## config.mk

```make
export PLATFORM = sky130hd
export DESIGN_NAME = traffic_fsm_flat
export DESIGN_NICKNAME = d
export VERILOG_FILES = /design/src/rtl/traffic_fsm_if.sv /design/src/rtl/traffic_fsm.sv /design/src/flat_wrapper.sv
export SDC_FILE = /design/constraint.sdc
export NUM_CORES = 1
export LEC_CHECK = 0
export CORE_AREA = 4 4 41 43
export CTS_BUF_LIST = sky130_fd_sc_hd__clkbuf_4 sky130_fd_sc_hd__clkbuf_8
export CTS_CLUSTER_SIZE = 12
export DETAILED_ROUTE_END_ITERATION = 8
export DIE_AREA = 0 0 45 47
export PLACE_DENSITY = 0.72
export SETUP_SLACK_MARGIN = 0.3
export SYNTH_ARGS = -nofsm -noshare
export SYNTH_HDL_FRONTEND = slang
export SYNTH_SLANG_ARGS = --single-unit
```

## constraint.sdc

```tcl
create_clock -name clk -period 2.85 [get_ports clk]
set_input_delay 0.57 -clock clk [delete_from_list [all_inputs] [get_ports clk]]
set_output_delay 0.57 -clock clk [all_outputs]
set_load 0.1 [all_outputs]
```

## src/rtl/traffic_fsm_if.sv

```systemverilog
// Signal bundle between the traffic light sequencer and its environment
// (countdown timer, time-parameter block, sensors, lamp drivers).
interface traffic_fsm_if;
  logic       reprogram;
  logic       sensor;
  logic       walk_request;
  logic       expired;
  logic       start_timer;
  logic [1:0] interval_sel;
  logic [2:0] main_light;
  logic [2:0] side_light;
  logic       walk_light;

  modport master (
    output reprogram, sensor, walk_request, expired,
    input  start_timer, interval_sel, main_light, side_light, walk_light
  );

  modport slave (
    input  reprogram, sensor, walk_request, expired,
    output start_timer, interval_sel, main_light, side_light, walk_light
  );
endinterface

```

## src/rtl/traffic_fsm.sv

```systemverilog
// Moore sequencer for main/side street lights and pedestrian walk lamp.
// Pulses start_timer on every state entry and waits for the timer's expired pulse.
module traffic_fsm (
  input logic          clk,
  input logic          reset_global,
  traffic_fsm_if.slave bus
);

  localparam logic [2:0] INIT      = 3'd0;
  localparam logic [2:0] MAIN_GRN1 = 3'd1;
  localparam logic [2:0] MAIN_GRN2 = 3'd2;
  localparam logic [2:0] MAIN_YEL  = 3'd3;
  localparam logic [2:0] WALK      = 3'd4;
  localparam logic [2:0] SIDE_GRN  = 3'd5;
  localparam logic [2:0] SIDE_EXT  = 3'd6;
  localparam logic [2:0] SIDE_YEL  = 3'd7;

  localparam logic [1:0] T_BASE = 2'b00;
  localparam logic [1:0] T_EXT  = 2'b01;
  localparam logic [1:0] T_YEL  = 2'b10;

  localparam logic [2:0] RED    = 3'b100;
  localparam logic [2:0] YELLOW = 3'b010;
  localparam logic [2:0] GREEN  = 3'b001;

  logic [2:0] state;
  logic [2:0] next_state;
  logic       start_q;
  logic       walk_pending;
  logic       grn2_ext;
  logic       take;
  logic       enter;

  // expired is ignored while start_timer is high: the timer is just being loaded.
  always_comb begin
    next_state = state;
    take       = bus.expired && !start_q;
    if (bus.reprogram) begin
      next_state = MAIN_GRN1;
    end else if (state == INIT) begin
      next_state = MAIN_GRN1;
    end else if (take) begin
      case (state)
        MAIN_GRN1: next_state = MAIN_GRN2;
        MAIN_GRN2: next_state = MAIN_YEL;
        MAIN_YEL:  next_state = (walk_pending || bus.walk_request) ? WALK : SIDE_GRN;
        WALK:      next_state = SIDE_GRN;
        SIDE_GRN:  next_state = bus.sensor ? SIDE_EXT : SIDE_YEL;
        SIDE_EXT:  next_state = SIDE_YEL;
        SIDE_YEL:  next_state = MAIN_GRN1;
        default:   next_state = MAIN_GRN1;
      endcase
    end
  end

  // reprogram counts as an entry even when it re-enters MAIN_GRN1 from itself.
  assign enter = bus.reprogram || (next_state != state);

  always_ff @(posedge clk or negedge reset_global) begin
    if (!reset_global) begin
      state        <= INIT;
      start_q      <= 1'b0;
      walk_pending <= 1'b0;
      grn2_ext     <= 1'b0;
    end else begin
      state   <= next_state;
      start_q <= enter;
      if (enter && next_state == MAIN_GRN2)
        grn2_ext <= bus.sensor;
      if (bus.reprogram || (enter && next_state == WALK))
        walk_pending <= 1'b0;
      else if (bus.walk_request && state != WALK)
        walk_pending <= 1'b1;
    end
  end

  assign bus.start_timer = start_q;

  always_comb begin
    bus.interval_sel = T_BASE;
    bus.main_light   = RED;
    bus.side_light   = RED;
    bus.walk_light   = 1'b0;
    case (state)
      MAIN_GRN1: begin
        bus.main_light = GREEN;
      end
      MAIN_GRN2: begin
        bus.interval_sel = grn2_ext ? T_EXT : T_BASE;
        bus.main_light   = GREEN;
      end
      MAIN_YEL: begin
        bus.interval_sel = T_YEL;
        bus.main_light   = YELLOW;
      end
      WALK: begin
        bus.interval_sel = T_EXT;
        bus.walk_light   = 1'b1;
      end
      SIDE_GRN: begin
        bus.side_light = GREEN;
      end
      SIDE_EXT: begin
        bus.interval_sel = T_EXT;
        bus.side_light   = GREEN;
      end
      SIDE_YEL: begin
        bus.interval_sel = T_YEL;
        bus.side_light   = YELLOW;
      end
      default: begin
        bus.interval_sel = T_BASE;
      end
    endcase
  end

endmodule

```

## src/flat_wrapper.sv

```systemverilog
// flat-port wrapper written by rule: the top's interface ports become plain ports
module traffic_fsm_flat 
  (clk, reset_global, bus_reprogram, bus_sensor, bus_walk_request, bus_expired, bus_start_timer, bus_interval_sel, bus_main_light, bus_side_light, bus_walk_light);
  traffic_fsm_if bus_i ();
  input logic clk;
  input logic reset_global;
  input wire logic [$bits(bus_i.reprogram)-1:0] bus_reprogram;
  input wire logic [$bits(bus_i.sensor)-1:0] bus_sensor;
  input wire logic [$bits(bus_i.walk_request)-1:0] bus_walk_request;
  input wire logic [$bits(bus_i.expired)-1:0] bus_expired;
  output wire logic [$bits(bus_i.start_timer)-1:0] bus_start_timer;
  output wire logic [$bits(bus_i.interval_sel)-1:0] bus_interval_sel;
  output wire logic [$bits(bus_i.main_light)-1:0] bus_main_light;
  output wire logic [$bits(bus_i.side_light)-1:0] bus_side_light;
  output wire logic [$bits(bus_i.walk_light)-1:0] bus_walk_light;
  assign bus_i.reprogram = bus_reprogram;
  assign bus_i.sensor = bus_sensor;
  assign bus_i.walk_request = bus_walk_request;
  assign bus_i.expired = bus_expired;
  assign bus_start_timer = bus_i.start_timer;
  assign bus_interval_sel = bus_i.interval_sel;
  assign bus_main_light = bus_i.main_light;
  assign bus_side_light = bus_i.side_light;
  assign bus_walk_light = bus_i.walk_light;
  traffic_fsm u_core (.clk(clk), .reset_global(reset_global), .bus(bus_i));
endmodule
```

==> results.ini <==
[yosys]
ys_warn_count=0
synth_area_per_cell_um2=9.48
synth_fp_nets=70
netlist_area_um2=559
syn_inst=59
ys_ff_latch=6
synth_top_area_cell=dfrtp_1
synth_seq_area_share_pct=26.8
synth_area_leaders=dfrtp_1 (27%), ha_1 (11%), a2111oi_4 (4.9%)
synth_top_cell_area_share_pct=26.8
ys_types=33

[drt]
viasPerCell=5.25
drtIter0Drc=10
drc=0
route.met3.wl_um=43
antenna_left=0
num_vias=483
wl_met2_um=654
routedWlPerCell_um=13.7
routed.top_layer=met3
finalWirelength_mm=1.26
drt-met1-wl_um=563
drtPass1Iterations=4

[placed_design]
placed_cell_area_um2=739
place_hpwl_mm=1.06
port_buffers=15
gp_routability_congestion=0.903

[floorplan]
dieHeight_um=47
die-area_um2=2120
core_um2=1300
die_w_um=45
start_util_pct=43.0
ioPinCount=16
rows=13

[pwr]
p_leak_nw=0.312
ir_worst_vdd_mv=0.417
powerDensity_nw_per_um2=1060

[final_layout]
multi_input_area_um2=425
final_nets=89
nFillCells=118
syn_to_final_growth_pct=37.6
antennaDiodeCount=0
drive_above_1_share_pct=44.2
regArea_um2=151
final_area_um2=769

[timing]
tightest_slew_ps=494
skew_ps=6.63
setup_tns_ps=0
setup_viol=0
slew_headroom_pct=67.1
timing.final.crit_period_ps=2330
min_period_over_period_pct=81.8
slew_viol_final=0
grt_setup_unrepaired=false
hold_violations=0
max_freq_mhz=429

[cts]
cts-resized-gates=0
ctsRootBufferMaster=clkbuf_4
holdBufCountCts=0
cts_tree=done
clkTransAtPathRegs_ps=50
cts_buffer_depth=2
post-cts-setup-buffer-count=0
clock_latency_ps=240
cts_sinks=6
cts_buffers=3
cts.htree.levels=1

[global_route]
grt_first_pass_wirelength_mm=2.16
overflow=0
grt_max_degree=12
grt_antenna_before_repair=0
grt_pass1_vias=490
track_usage_pct=14.3

[setup_path]
cp.required_ps=2280
crit_path_start_kind=flop
critPathKind=flop to output pin
r2r_end=u_core.grn2_ext
end_kind=output pin
r2r_start=u_core.state[0]
startpoint=u_core.state[0]
reg2reg_depth=7
critical_path_arrival_ps=1760
critPathMaxFanout=6
r2r_slack_ps=580

[status]
status=complete, no violations

[worst_hold_path]
hold_depth=1
hp-start=u_core.grn2_ext
min_delay_worst_endpoint=u_core.grn2_ext
worstHoldPathType=flop to flop

[flow_run]
cap_violations=0

-- state kept, by name (all words and copies together) (netlist names) --
signal / cells
u_core.state: 3
u_core.bus.start_timer: 1
u_core.walk_pending: 1
u_core.grn2_ext: 1
-- layout by cell type, fill, tap and decap left out, drive strengths merged --
cell	n
clkbuf	4
a31o	1
or3b	1
nand2b	3
o211ai	2
inv	3
clkinvlp	1
nand3b	2
nand2	3
a41oi	1
nor3	1
a2111oi	1
nor2b	2
a211oi	1
nor3b	1
ha	5
o221a	1
a21o	1
nor2	7
o21ai	5
o221ai	1
mux2i	1
and2b	1
mux2	1
o2111ai	1
buf	10
dfrtp	6
o21a	1
and2	4
clkdlybuf4s50	5
-- where the power goes --
part | switching (W) | internal (W) | total, W
combinational | 0.000424 | 0.000152 | 0.000577
sequential | 0.0000392 | 0.000110 | 0.000149
clock | 0.0000288 | 0.0000624 | 0.0000912
total | 0.000492 | 0.000325 | 0.000817
-- per-stage QoR --
step,hold slack [ps],util (%),total power (W),setup slack [ps],std cells
2_1_floorplan,274,-,0.000629,210,59
3_3_place_gp,501,56.8,0.000728,484,88
3_5_place_dp,506,56.8,0.000730,483,88
4_1_cts,518,59.1,0.000828,511,92
5_1_grt,517,59.1,0.000865,437,92
6_report,512,59.1,0.000817,520,92
-- worst max-delay path by stage --
| stage | end | slack, ps | cells past startpoint |
|---|---|---|---|
| final | bus_side_light[2] | 520 | 6 |
| after global placement | u_core.grn2_ext | 480 | 6 |
| after global routing | bus_side_light[2] | 440 | 6 |
| after CTS | bus_side_light[2] | 510 | 6 |
| after floorplan | bus_main_light[2] | 210 | 5 |
| after detailed placement | u_core.grn2_ext | 480 | 6 |
-- layout make-up --
type	count	share of cell area, %
Sequential cell	6	19.7
Clock buffer	4	3.90
Timing Repair Buffer	15	16.3
Tap cell	15	2.44
Inverter	4	2.44
Multi-Input combinational cell	48	55.3
-- cell families (layout without fill, tap and decap cells) --
| kind of cell | Yosys count | count (layout) | synth area share (%) |
|---|---|---|---|
| simple gates | 25 | 25 | 26.8 |
| buf+inv | 5 | 23 | 4.70 |
| fa+ha+maj | 5 | 5 | 11.2 |
| compound gates | 16 | 16 | 26.0 |
| mux | 2 | 2 | 4.47 |
| flops | 6 | 6 | 26.8 |
-- cells in the mapped netlist --
master / count
and2b_1: 1
nor2b_1: 1
inv_1: 4
and2_1: 4
a2111oi_4: 1
buf_6: 1
o21a_1: 1
mux2i_1: 1
o221a_2: 1
o21ai_0: 3
o2111ai_1: 1
a41oi_1: 1
o21ai_1: 1
o221ai_1: 1
o211ai_2: 1
nor3_1: 1
dfrtp_1: 6
a211oi_1: 1
a31o_2: 1
nand3b_1: 2
ha_1: 5
nor2_1: 6
mux2_4: 1
nor2_2: 1
nor2b_4: 1
o211ai_1: 1
nand2b_1: 2
or3b_1: 1
o21ai_2: 1
nor3b_1: 1
nand2_1: 3
nand2b_2: 1
a21o_1: 1
-- worst max-delay path, cell delays in order (launching register included) --
cell        delay, ps
dfrtp_1           470
inv_2             120
ha_4              210
o21ai_4           180
clkinvlp_4        140
nor2_4            100
buf_4             280
-- metal layers --
metal	GRT usage, %	vias up
li1	-	251
met1	17.0	219
met2	24.3	13
met3	3.45	0
met4	6.43	0
met5	0	-
Power figures use the tool's default switching activity.
